==> config.mk <==
export PLATFORM = sky130hd
export DESIGN_NAME = ad9958_spi_slave
export DESIGN_NICKNAME = d
export VERILOG_FILES = /design/src/rtl/ad9958_pkg.sv /design/src/rtl/ad9958_input_sync.sv /design/src/rtl/ad9958_spi_slave.sv
export SDC_FILE = /design/constraint.sdc
export NUM_CORES = 1
export LEC_CHECK = 0
export CAP_MARGIN = 20
export CORE_ASPECT_RATIO = 1.4
export CORE_MARGIN = 3
export CORE_UTILIZATION = 30
export DETAILED_ROUTE_END_ITERATION = 10
export GPL_TIMING_DRIVEN = 0
export HOLD_SLACK_MARGIN = 0.06
export RECOVER_POWER = 100
export SYNTH_ARGS = -nofsm -noshare
export SYNTH_HDL_FRONTEND = slang
export SYNTH_HIERARCHICAL = 1
export SYNTH_SLANG_ARGS = --single-unit
==> constraint.sdc <==
create_clock -name clock -period 4.35 [get_ports clock]
set_input_delay 0.87 -clock clock [delete_from_list [all_inputs] [get_ports clock]]
set_output_delay 0.87 -clock clock [all_outputs]
set_load 0.02 [all_outputs]
==> src/rtl/ad9958_pkg.sv <==
// Shared definitions for the AD9958 serial-port slave: register map,
// register length table, CSR reset value and the FSM state type.
package ad9958_pkg;

  typedef enum logic [1:0] {
    ST_IDLE   = 2'd0,
    ST_INSTR  = 2'd1,
    ST_DATA   = 2'd2,
    ST_IGNORE = 2'd3
  } state_e;

  localparam logic [2:0] ADDR_CSR   = 3'd0;
  localparam logic [2:0] ADDR_FR1   = 3'd1;
  localparam logic [2:0] ADDR_FR2   = 3'd2;
  localparam logic [2:0] ADDR_CFR   = 3'd3;
  localparam logic [2:0] ADDR_CFTW0 = 3'd4;
  localparam logic [2:0] ADDR_CPOW0 = 3'd5;
  localparam logic [2:0] ADDR_ACR   = 3'd6;

  // Highest address that is accepted; anything above is rejected.
  localparam logic [6:0] ADDR_MAX   = 7'd6;

  localparam logic [7:0] CSR_DEFAULT = 8'hF0;

  // Register length in bytes, indexed by register address.
  function automatic logic [2:0] reg_len_bytes(input logic [2:0] addr);
    case (addr)
      ADDR_CSR:   reg_len_bytes = 3'd1;
      ADDR_FR1:   reg_len_bytes = 3'd3;
      ADDR_FR2:   reg_len_bytes = 3'd2;
      ADDR_CFR:   reg_len_bytes = 3'd3;
      ADDR_CFTW0: reg_len_bytes = 3'd4;
      ADDR_CPOW0: reg_len_bytes = 3'd2;
      ADDR_ACR:   reg_len_bytes = 3'd3;
      default:    reg_len_bytes = 3'd1;
    endcase
  endfunction

  // Register length in bits (bytes * 8).
  function automatic logic [5:0] reg_len_bits(input logic [2:0] addr);
    reg_len_bits = {reg_len_bytes(addr), 3'b000};
  endfunction

endpackage

==> src/rtl/ad9958_input_sync.sv <==
// Two-flop synchronizer for a bundle of asynchronous pins, with rising and
// falling edge strobes derived from the synchronized value.
module ad9958_input_sync #(
  parameter int unsigned       WIDTH     = 1,
  parameter logic [WIDTH-1:0]  RESET_VAL = '0
) (
  input  logic             clk_i,
  input  logic             rst_ni,
  input  logic [WIDTH-1:0] d_i,
  output logic [WIDTH-1:0] q_o,
  output logic [WIDTH-1:0] rise_o,
  output logic [WIDTH-1:0] fall_o
);

  logic [WIDTH-1:0] meta_q;
  logic [WIDTH-1:0] sync_q;
  logic [WIDTH-1:0] prev_q;

  // Two synchronizing stages plus one history stage for edge detection;
  // reset to the idle pin levels so no false edge appears after reset.
  always_ff @(posedge clk_i or negedge rst_ni) begin
    if (!rst_ni) begin
      meta_q <= RESET_VAL;
      sync_q <= RESET_VAL;
      prev_q <= RESET_VAL;
    end else begin
      meta_q <= d_i;
      sync_q <= meta_q;
      prev_q <= sync_q;
    end
  end

  assign q_o    = sync_q;
  assign rise_o = sync_q & ~prev_q;
  assign fall_o = ~sync_q & prev_q;

endmodule

==> src/rtl/ad9958_spi_slave.sv <==
// AD9958-style serial write port: decodes instruction/data frames into
// per-channel buffer registers and transfers them to the active outputs on
// io_update. Handshake: there is no valid/ready pair; a frame is bounded by
// cs low, each synchronized sclk rising edge carries one bit (or one nibble
// in 4-bit mode), and io_update is a fire-and-forget transfer strobe.
module ad9958_spi_slave
  import ad9958_pkg::*;
(
  input  logic        clock,
  input  logic        reset_n,
  input  logic        cs,
  input  logic        sclk,
  input  logic [3:0]  sdio,
  input  logic        master_reset,
  input  logic        io_update,
  output logic [31:0] ftw_ch0,
  output logic [31:0] ftw_ch1,
  output logic [23:0] acr_ch0,
  output logic [23:0] acr_ch1,
  output logic        update_pulse,
  output logic        frame_error,
  output logic [1:0]  dbg_state
);

  // Synchronized pin bundle: {io_update, master_reset, sclk, cs, sdio[3:0]}.
  logic [7:0] sync_q, sync_rise, sync_fall;

  ad9958_input_sync #(
    .WIDTH     (8),
    .RESET_VAL (8'h10)
  ) u_sync (
    .clk_i  (clock),
    .rst_ni (reset_n),
    .d_i    ({io_update, master_reset, sclk, cs, sdio}),
    .q_o    (sync_q),
    .rise_o (sync_rise),
    .fall_o (sync_fall)
  );

  logic [3:0] sdio_s;
  logic       cs_s, cs_rise, cs_fall, sclk_rise, mr_s, io_rise;
  assign sdio_s    = sync_q[3:0];
  assign cs_s      = sync_q[4];
  assign cs_rise   = sync_rise[4];
  assign cs_fall   = sync_fall[4];
  assign sclk_rise = sync_rise[5];
  assign mr_s      = sync_q[6];
  assign io_rise   = sync_rise[7];

  state_e      state_q, state_d;
  logic [5:0]  cnt_q, cnt_d;
  logic [31:0] shift_q, shift_d;
  logic [2:0]  addr_q, addr_d;
  logic [7:0]  csr_q;
  logic [31:0] ftw_buf0_q, ftw_buf1_q, ftw0_q, ftw1_q;
  logic [23:0] acr_buf0_q, acr_buf1_q, acr0_q, acr1_q;
  logic        update_pulse_q, frame_error_q;

  // Bits consumed per sclk edge follow the CSR as it stands; a CSR write
  // only lands at a word boundary, so a mode change starts with the next
  // instruction byte.
  logic        nibble_mode, sample;
  logic [31:0] shift_nxt;
  logic [5:0]  cnt_nxt;
  logic        instr_done, instr_ok, word_done;

  assign nibble_mode = (csr_q[2:1] == 2'b11);
  assign sample      = sclk_rise && !cs_s &&
                       ((state_q == ST_INSTR) || (state_q == ST_DATA));
  assign shift_nxt   = nibble_mode ? {shift_q[27:0], sdio_s}
                                   : {shift_q[30:0], sdio_s[0]};
  assign cnt_nxt     = cnt_q + (nibble_mode ? 6'd4 : 6'd1);
  assign instr_done  = sample && (state_q == ST_INSTR) && (cnt_nxt == 6'd8);
  assign instr_ok    = !shift_nxt[7] && (shift_nxt[6:0] <= ADDR_MAX);
  assign word_done   = sample && (state_q == ST_DATA) &&
                       (cnt_nxt == reg_len_bits(addr_q));

  // FSM state register together with the bit counter and shifter.
  always_ff @(posedge clock or negedge reset_n) begin
    if (!reset_n) begin
      state_q <= ST_IDLE;
      cnt_q   <= '0;
      shift_q <= '0;
      addr_q  <= '0;
    end else if (mr_s) begin
      state_q <= ST_IDLE;
      cnt_q   <= '0;
      shift_q <= '0;
      addr_q  <= '0;
    end else begin
      state_q <= state_d;
      cnt_q   <= cnt_d;
      shift_q <= shift_d;
      addr_q  <= addr_d;
    end
  end

  // Next-state logic: cs rising always wins and returns to IDLE.
  always_comb begin
    state_d = state_q;
    cnt_d   = cnt_q;
    shift_d = shift_q;
    addr_d  = addr_q;
    if (cs_rise) begin
      state_d = ST_IDLE;
      cnt_d   = '0;
    end else begin
      case (state_q)
        ST_IDLE: begin
          if (cs_fall) begin
            state_d = ST_INSTR;
            cnt_d   = '0;
          end
        end
        ST_INSTR: begin
          if (sample) begin
            shift_d = shift_nxt;
            cnt_d   = cnt_nxt;
            if (instr_done) begin
              cnt_d   = '0;
              addr_d  = shift_nxt[2:0];
              state_d = instr_ok ? ST_DATA : ST_IGNORE;
            end
          end
        end
        ST_DATA: begin
          if (sample) begin
            shift_d = shift_nxt;
            cnt_d   = cnt_nxt;
            if (word_done) begin
              cnt_d   = '0;
              state_d = ST_INSTR;
            end
          end
        end
        default: ;
      endcase
    end
  end

  // Output decode: commit strobes and frame error condition.
  logic commit_csr, commit_ftw, commit_acr, frame_err_d;
  always_comb begin
    commit_csr  = word_done && (addr_q == ADDR_CSR);
    commit_ftw  = word_done && (addr_q == ADDR_CFTW0);
    commit_acr  = word_done && (addr_q == ADDR_ACR);
    frame_err_d = (instr_done && !instr_ok) ||
                  (cs_rise && (((state_q == ST_INSTR) && (cnt_q != 6'd0)) ||
                               (state_q == ST_DATA)));
  end

  // Register file: CSR, channel buffers and active outputs. FR1/FR2/CFR/CPOW0
  // words are framed with their proper lengths but have no storage here.
  // A transfer in the same cycle as a commit reads the old buffer value.
  always_ff @(posedge clock or negedge reset_n) begin
    if (!reset_n) begin
      csr_q          <= CSR_DEFAULT;
      ftw_buf0_q     <= '0;
      ftw_buf1_q     <= '0;
      acr_buf0_q     <= '0;
      acr_buf1_q     <= '0;
      ftw0_q         <= '0;
      ftw1_q         <= '0;
      acr0_q         <= '0;
      acr1_q         <= '0;
      update_pulse_q <= 1'b0;
      frame_error_q  <= 1'b0;
    end else if (mr_s) begin
      csr_q          <= CSR_DEFAULT;
      ftw_buf0_q     <= '0;
      ftw_buf1_q     <= '0;
      acr_buf0_q     <= '0;
      acr_buf1_q     <= '0;
      ftw0_q         <= '0;
      ftw1_q         <= '0;
      acr0_q         <= '0;
      acr1_q         <= '0;
      update_pulse_q <= 1'b0;
      frame_error_q  <= 1'b0;
    end else begin
      frame_error_q  <= frame_err_d;
      update_pulse_q <= io_rise;
      if (commit_csr) csr_q <= shift_nxt[7:0];
      if (commit_ftw && csr_q[6]) ftw_buf0_q <= shift_nxt;
      if (commit_ftw && csr_q[7]) ftw_buf1_q <= shift_nxt;
      if (commit_acr && csr_q[6]) acr_buf0_q <= shift_nxt[23:0];
      if (commit_acr && csr_q[7]) acr_buf1_q <= shift_nxt[23:0];
      if (io_rise) begin
        ftw0_q <= ftw_buf0_q;
        ftw1_q <= ftw_buf1_q;
        acr0_q <= acr_buf0_q;
        acr1_q <= acr_buf1_q;
      end
    end
  end

  assign ftw_ch0      = ftw0_q;
  assign ftw_ch1      = ftw1_q;
  assign acr_ch0      = acr0_q;
  assign acr_ch1      = acr1_q;
  assign update_pulse = update_pulse_q;
  assign frame_error  = frame_error_q;
  assign dbg_state    = state_q;

  logic unused_sync;
  assign unused_sync = ^{sync_q[7], sync_q[5], sync_rise[6], sync_rise[3:0],
                         sync_fall[7:5], sync_fall[3:0], shift_q[31]};

endmodule
Yosys cells after proc, flatten, opt, wreduce, memory -nomap -nowiden. Cells that the tools add are included.

Output and inout port bits: 116. Memories kept: 0. Bits in writable memories: 0. Input port bits: 10. Flip-flop bits (word level): 300. Word-level logic and storage cells: 134. Bits in latches: 0. Bits in read-only memories: 0.

Shift-type cells: 0. Bitwise logic cells: 4. $add $sub $neg: 1. Div/mod/pow operators: 0. Multipliers: 0. Multiplexer cells: 49. Order comparisons: 1. Reduce and logical (&&, ||, !) cells: 44. Equality and inequality tests: 17.

Operators by type and width (count): $mux 32 (9); $mux 24 (8); $mux 31 (4); $mux 6 (7); $ne 4x3->1 const B (5); $reduce_bool 2->1 (10); $mux 3 (6); $pmux 6 s3 (1); $logic_and 1x1->1 (17); $mux 8 (2); $mux 2 (7); $eq 3x3->1 const B (3); $pmux 3 s3 (1); $and 8x8->8 (1); $not 8->8 (1); $reduce_and 4->1 (2); $le 7x3->1 const B (1); $add 6x3->6 (1); $eq 3x2->1 const B (2); $eq 6x4->1 const B (1); $eq 6x6->1 (1); $pmux 2 s3 (1); $reduce_and 6->1 (1); $reduce_bool 6->1 (1); 15 further kinds (23).

Depth between registers and ports, before layout.
Depth in word-level cells: 11. Depth in mapped cells: 14. Mapped depth without buffers: 10.

Modules after synthesis. The synthesis kept the hierarchy.

Modules (own cells, without submodules): ad9958_spi_slave (seq. area each 6809.0 µm², area an instance 11567.3 µm², times used 1, cells each 1060); ad9958_input_sync (seq. area each 604.3 µm², area an instance 744.5 µm², times used 1, cells each 40).

Least setup slack after synthesis. Ideal clock, no wire load.

Kind: flip-flop to flip-flop. Start point: register csr_q[1]. End point: register acr_buf0_q[10]. Setup slack: 0.936 ns. Required time: 4.218 ns. Setup time: 0.132 ns. Path buffers: 4. Clock period less this slack: 3.414 ns. Arrival time: 3.281 ns. Stages on the path, launching flop included: 15. Cells stage by stage: dfrtp_1 > nand2_1 > inv_1 > clkbuf_1 > buf_1 > ha_1 > a31oi_2 > o221ai_1 > or3_1 > nor4_4 > nand2_1 > buf_2 > buf_2 > nand3b_1 > o21ai_1.

Cells in the longest elaborated chain, start to end: 8. Elaborated cells between the ends (all ways): 11. Classes of those cells: add/sub: 1; eq/ne: 2; mux: 4; reduce/logical: 4.

Ends and longest elaborated chain: start: declaration (RTL line ad9958_spi_slave.sv:54) `logic [7:0] csr_q;`; start signal: assignment (RTL line ad9958_spi_slave.sv:183) `if (commit_csr) csr_q <= shift_nxt[7:0];`; $eq 2x2->1 * (RTL line ad9958_spi_slave.sv:67) `assign nibble_mode = (csr_q[2:1] == 2'b11);`; $mux 3 (RTL line ad9958_spi_slave.sv:72) `assign cnt_nxt = cnt_q + (nibble_mode ? 6'd4 : 6'd1);`; $add 6x3->6 (RTL line ad9958_spi_slave.sv:72); $eq 6x6->1 (RTL line ad9958_spi_slave.sv:76) `(cnt_nxt == reg_len_bits(addr_q));`; $logic_and 1x1->1 (RTL line ad9958_spi_slave.sv:75) `assign word_done = sample && (state_q == ST_DATA) &&`; $logic_and 1x1->1 (RTL line ad9958_spi_slave.sv:146) `commit_acr = word_done && (addr_q == ADDR_ACR);`; $logic_and 1x1->1 (RTL line ad9958_spi_slave.sv:186) `if (commit_acr && csr_q[6]) acr_buf0_q <= shift_nxt[23:0];`; $reduce_bool 2->1 (no line); end signal: assignment (RTL line ad9958_spi_slave.sv:186); end: declaration (RTL line ad9958_spi_slave.sv:56) `logic [23:0] acr_buf0_q, acr_buf1_q, acr0_q, acr1_q;`.

Mark *: on every way between the ends. The rest lies on a longest branch, timed or not. The select of a mux whose other input is x is not followed. A chain may end at the register's enable or synchronous reset.

Worst setup path after layout.
Start point: register csr_q[2]. End point: register acr_buf0_q[10].

The elaborated chain is that of the path after synthesis.

==> results.yml <==
cts:
  cts_max_path_buffers: 3
  clkTransAtPathRegs_ns: 0.07
  postCtsHoldBufs: 0
  cts_made_buffers: 29
  ctsRootBufferMaster: "clkbuf_16"
  clk_latency_ns: 0.55
  clock-sinks: 291
  htree_levels: 1
  cts_tree: "yes"
hold_path:
  min-delay-start: "u_sync/meta_q[7]$_DFF_PN0_"
  min_path_cells: 0
  holdCritPathClass: "flop to flop"
drt:
  drt_iter0_drc: 725
  drc: 0
  viasPerCell: 4.80
  wl_per_cell_um: 18.6
  drtAntennaViolNets: 0
  dr_total_vias: 8614
  routed_wl_mm: 33.4
  drt-pass1-iter-count: 5
floorplanning:
  io_pins: 126
  rows: 86
  fp.dieArea_sq_mm: 0.0428
  start_util_pct: 30.5
  die_w_um: 176
  chipHeight_um: 243
  core_sq_mm: 0.0396
pwr:
  p_per_area_mw_per_mm2: 386
  p_leak_nw: 6.82
  ir_worst_vdd_uv: 242
run:
  drv_cap: 1
global_route:
  grt.total_usage_pct: 15.7
  grt_pass1_vias: 8972
  grt.overflow.total: 0
  grt_pass1_wl_mm: 53.3
  grt_max_degree: 123
  antenna_found_initial: 0
place:
  dp_hpwl_mm: 24.0
  place_congestion: 0.857
  dpl.cell_count: 1738
  dp_slack_ns: 0.0326
  portBuffers: 125
timing:
  hold_viol_final: 0
  maxSlewViolCount: 50
  period_share_pct: 94.3
  period_minus_slack_ns: 4.10
  setup_slack_ns: 0.248
  clock_skew_ns: 0.0130
  maxSlewHeadroom_pct: -94.5
  setup_viol: 0
  rsz0062_at_grt: "no"
  max_freq_ghz: 0.244
  worst_pin_slew_ns: 2.92
final_layout:
  diodes: 0
  nNetsFinal: 1260
  syn2layout_area_growth_pct: 25.6
  drive_gt1_share_pct: 6.71
  stdcell_count: 1794
worst_setup_path:
  r2r-start: "csr_q[2]$_DFFE_PN0P_"
  path_class: "flop to flop"
  critPathMaxFanout: 10
  end_kind: "flop"
  crit_path_start: "csr_q[2]$_DFFE_PN0P_"
  worstPathArrival_ns: 4.51
  reg2reg_depth: 15
  startpoint_type: "flop"
  cp_data_required_time_ns: 4.76
logic_synthesis:
  synth_area_sq_mm: 0.0121
  yosysWarnings: 6
  synth_nets: 1099
  avgSynthCellArea_sq_um: 11.2
  netlist_instances: 1083
status:
  status: "finished with violations"
  violations: "max-capacitance violations, max-slew violations"
==> state kept, by name (all words and copies together) (netlist names), 8 cells and up <==
register,flops
acr_buf0_q,24
ftw_ch1,32
acr_ch0,24
acr_ch1,24
ftw_buf1_q,32
u_sync/meta_q,8
shift_q,31
ftw_buf0_q,32
acr_buf1_q,24
u_sync/q_o,8
ftw_ch0,32
==> through the flow <==
stage               instance area, sq um  setup TNS, ns  hold WS, ns  util, %  total power, mW
global placement                   14000       -2934.95        0.333     35.3             3.00
CTS                                15200              0        0.224     38.3             5.93
detailed placement                 14100              0        0.335     35.5             3.00
global route                       15200              0        0.359     38.3             6.06
floorplan                          12100              0        0.331        -             2.89
finish                             15200              0        0.348     38.3             5.86
==> per-layer routing <==
metal | track usage, % | part of all wire, % | routed length [um] | vias up
li1 | - | - | - | 4066
met1 | 18.8 | 40 | 13300 | 4300
met2 | 28.3 | 52 | 17400 | 193
met3 | 2.62 | 4.8 | 1610 | 55
met4 | 5.43 | 3.2 | 1070 | 0
met5 | 0 | 0 | 0 | -
==> worst max-delay path, stage by stage, from the launching register on <==
cell and delay (ns):
dfrtp_1 0.36, nand2_1 0.09, inv_1 0.13, clkbuf_1 0.36, buf_2 0.37, ha_1 0.35
a31oi_1 0.40, o221ai_1 0.30, or3_1 0.42, nor4_4 0.26, buf_4 0.21, nand2_1 0.10
buf_2 0.22, buf_2 0.21, nand3b_1 0.10, o21ai_0 0.07
==> final cells by class <==
class,instances,area [sq um]
multi-input cells,708,4450
inverters,6,22.5
clock buffers,35,788
plain buffers,78,307
repair buffers,130,1320
fillers,3973,24400
well taps,528,661
clock inverters,18,330
flip-flops and latches,291,7290
==> worst paths after layout <==
| path | slack [ns] | end |
|---|---|---|
| min in group asynchronous | 1.26 | ftw_ch0[16]$_DFFE_PN0P_ |
| worst min-delay path | 0.35 | u_sync/q_o[7]$_DFF_PN0_ |
| worst min register to register | 0.35 | u_sync/q_o[7]$_DFF_PN0_ |
| max in group asynchronous | 1.44 | ftw_ch0[23]$_DFFE_PN0P_ |
| worst max register to register | 0.25 | acr_buf0_q[10]$_DFFE_PN0P_ |
| worst max-delay path | 0.25 | acr_buf0_q[10]$_DFFE_PN0P_ |
==> power breakdown <==
part	internal, mW	total [mW]	switching, mW
Combinational	0.0637	0.219	0.155
Sequential	2.72	2.73	0.00804
Clock	1.83	2.91	1.08
Total	4.61	5.86	1.25
==> cell usage in the layout (no fill, tap or decap), drive strengths merged, types with 2 or more instances in the layout <==
| cell type | n |
|---|---|
| nand3 | 7 |
| mux2i | 127 |
| nand2b | 7 |
| ha | 6 |
| dlygate4sd3 | 124 |
| clkinv | 8 |
| nor4 | 5 |
| dfrtp | 286 |
| nor3 | 4 |
| a21o | 21 |
| a21oi | 13 |
| clkbuf | 105 |
| xnor2 | 3 |
| or3 | 3 |
| a211oi | 27 |
| xor2 | 2 |
| and2 | 2 |
| o221a | 2 |
| a21bo | 2 |
| o31ai | 2 |
| nor2b | 4 |
| o21ai | 113 |
| and2b | 4 |
| nand3b | 79 |
| bufinv | 9 |
| a22o | 6 |
| a311oi | 3 |
| nor2 | 149 |
| inv | 7 |
| a2111oi | 2 |
| nand2 | 100 |
| dfstp | 5 |
| and3 | 4 |
| buf | 14 |
==> timing repair <==
action | CTS | global route
gates resized for setup | 1 | 2
setup endpoints to repair | 2 | 99
hold endpoints to repair | 0 | 0
pin swaps | 0 | 1
setup buffers | 0 | 3
No activity file was read; power rests on OpenSTA's default activity.
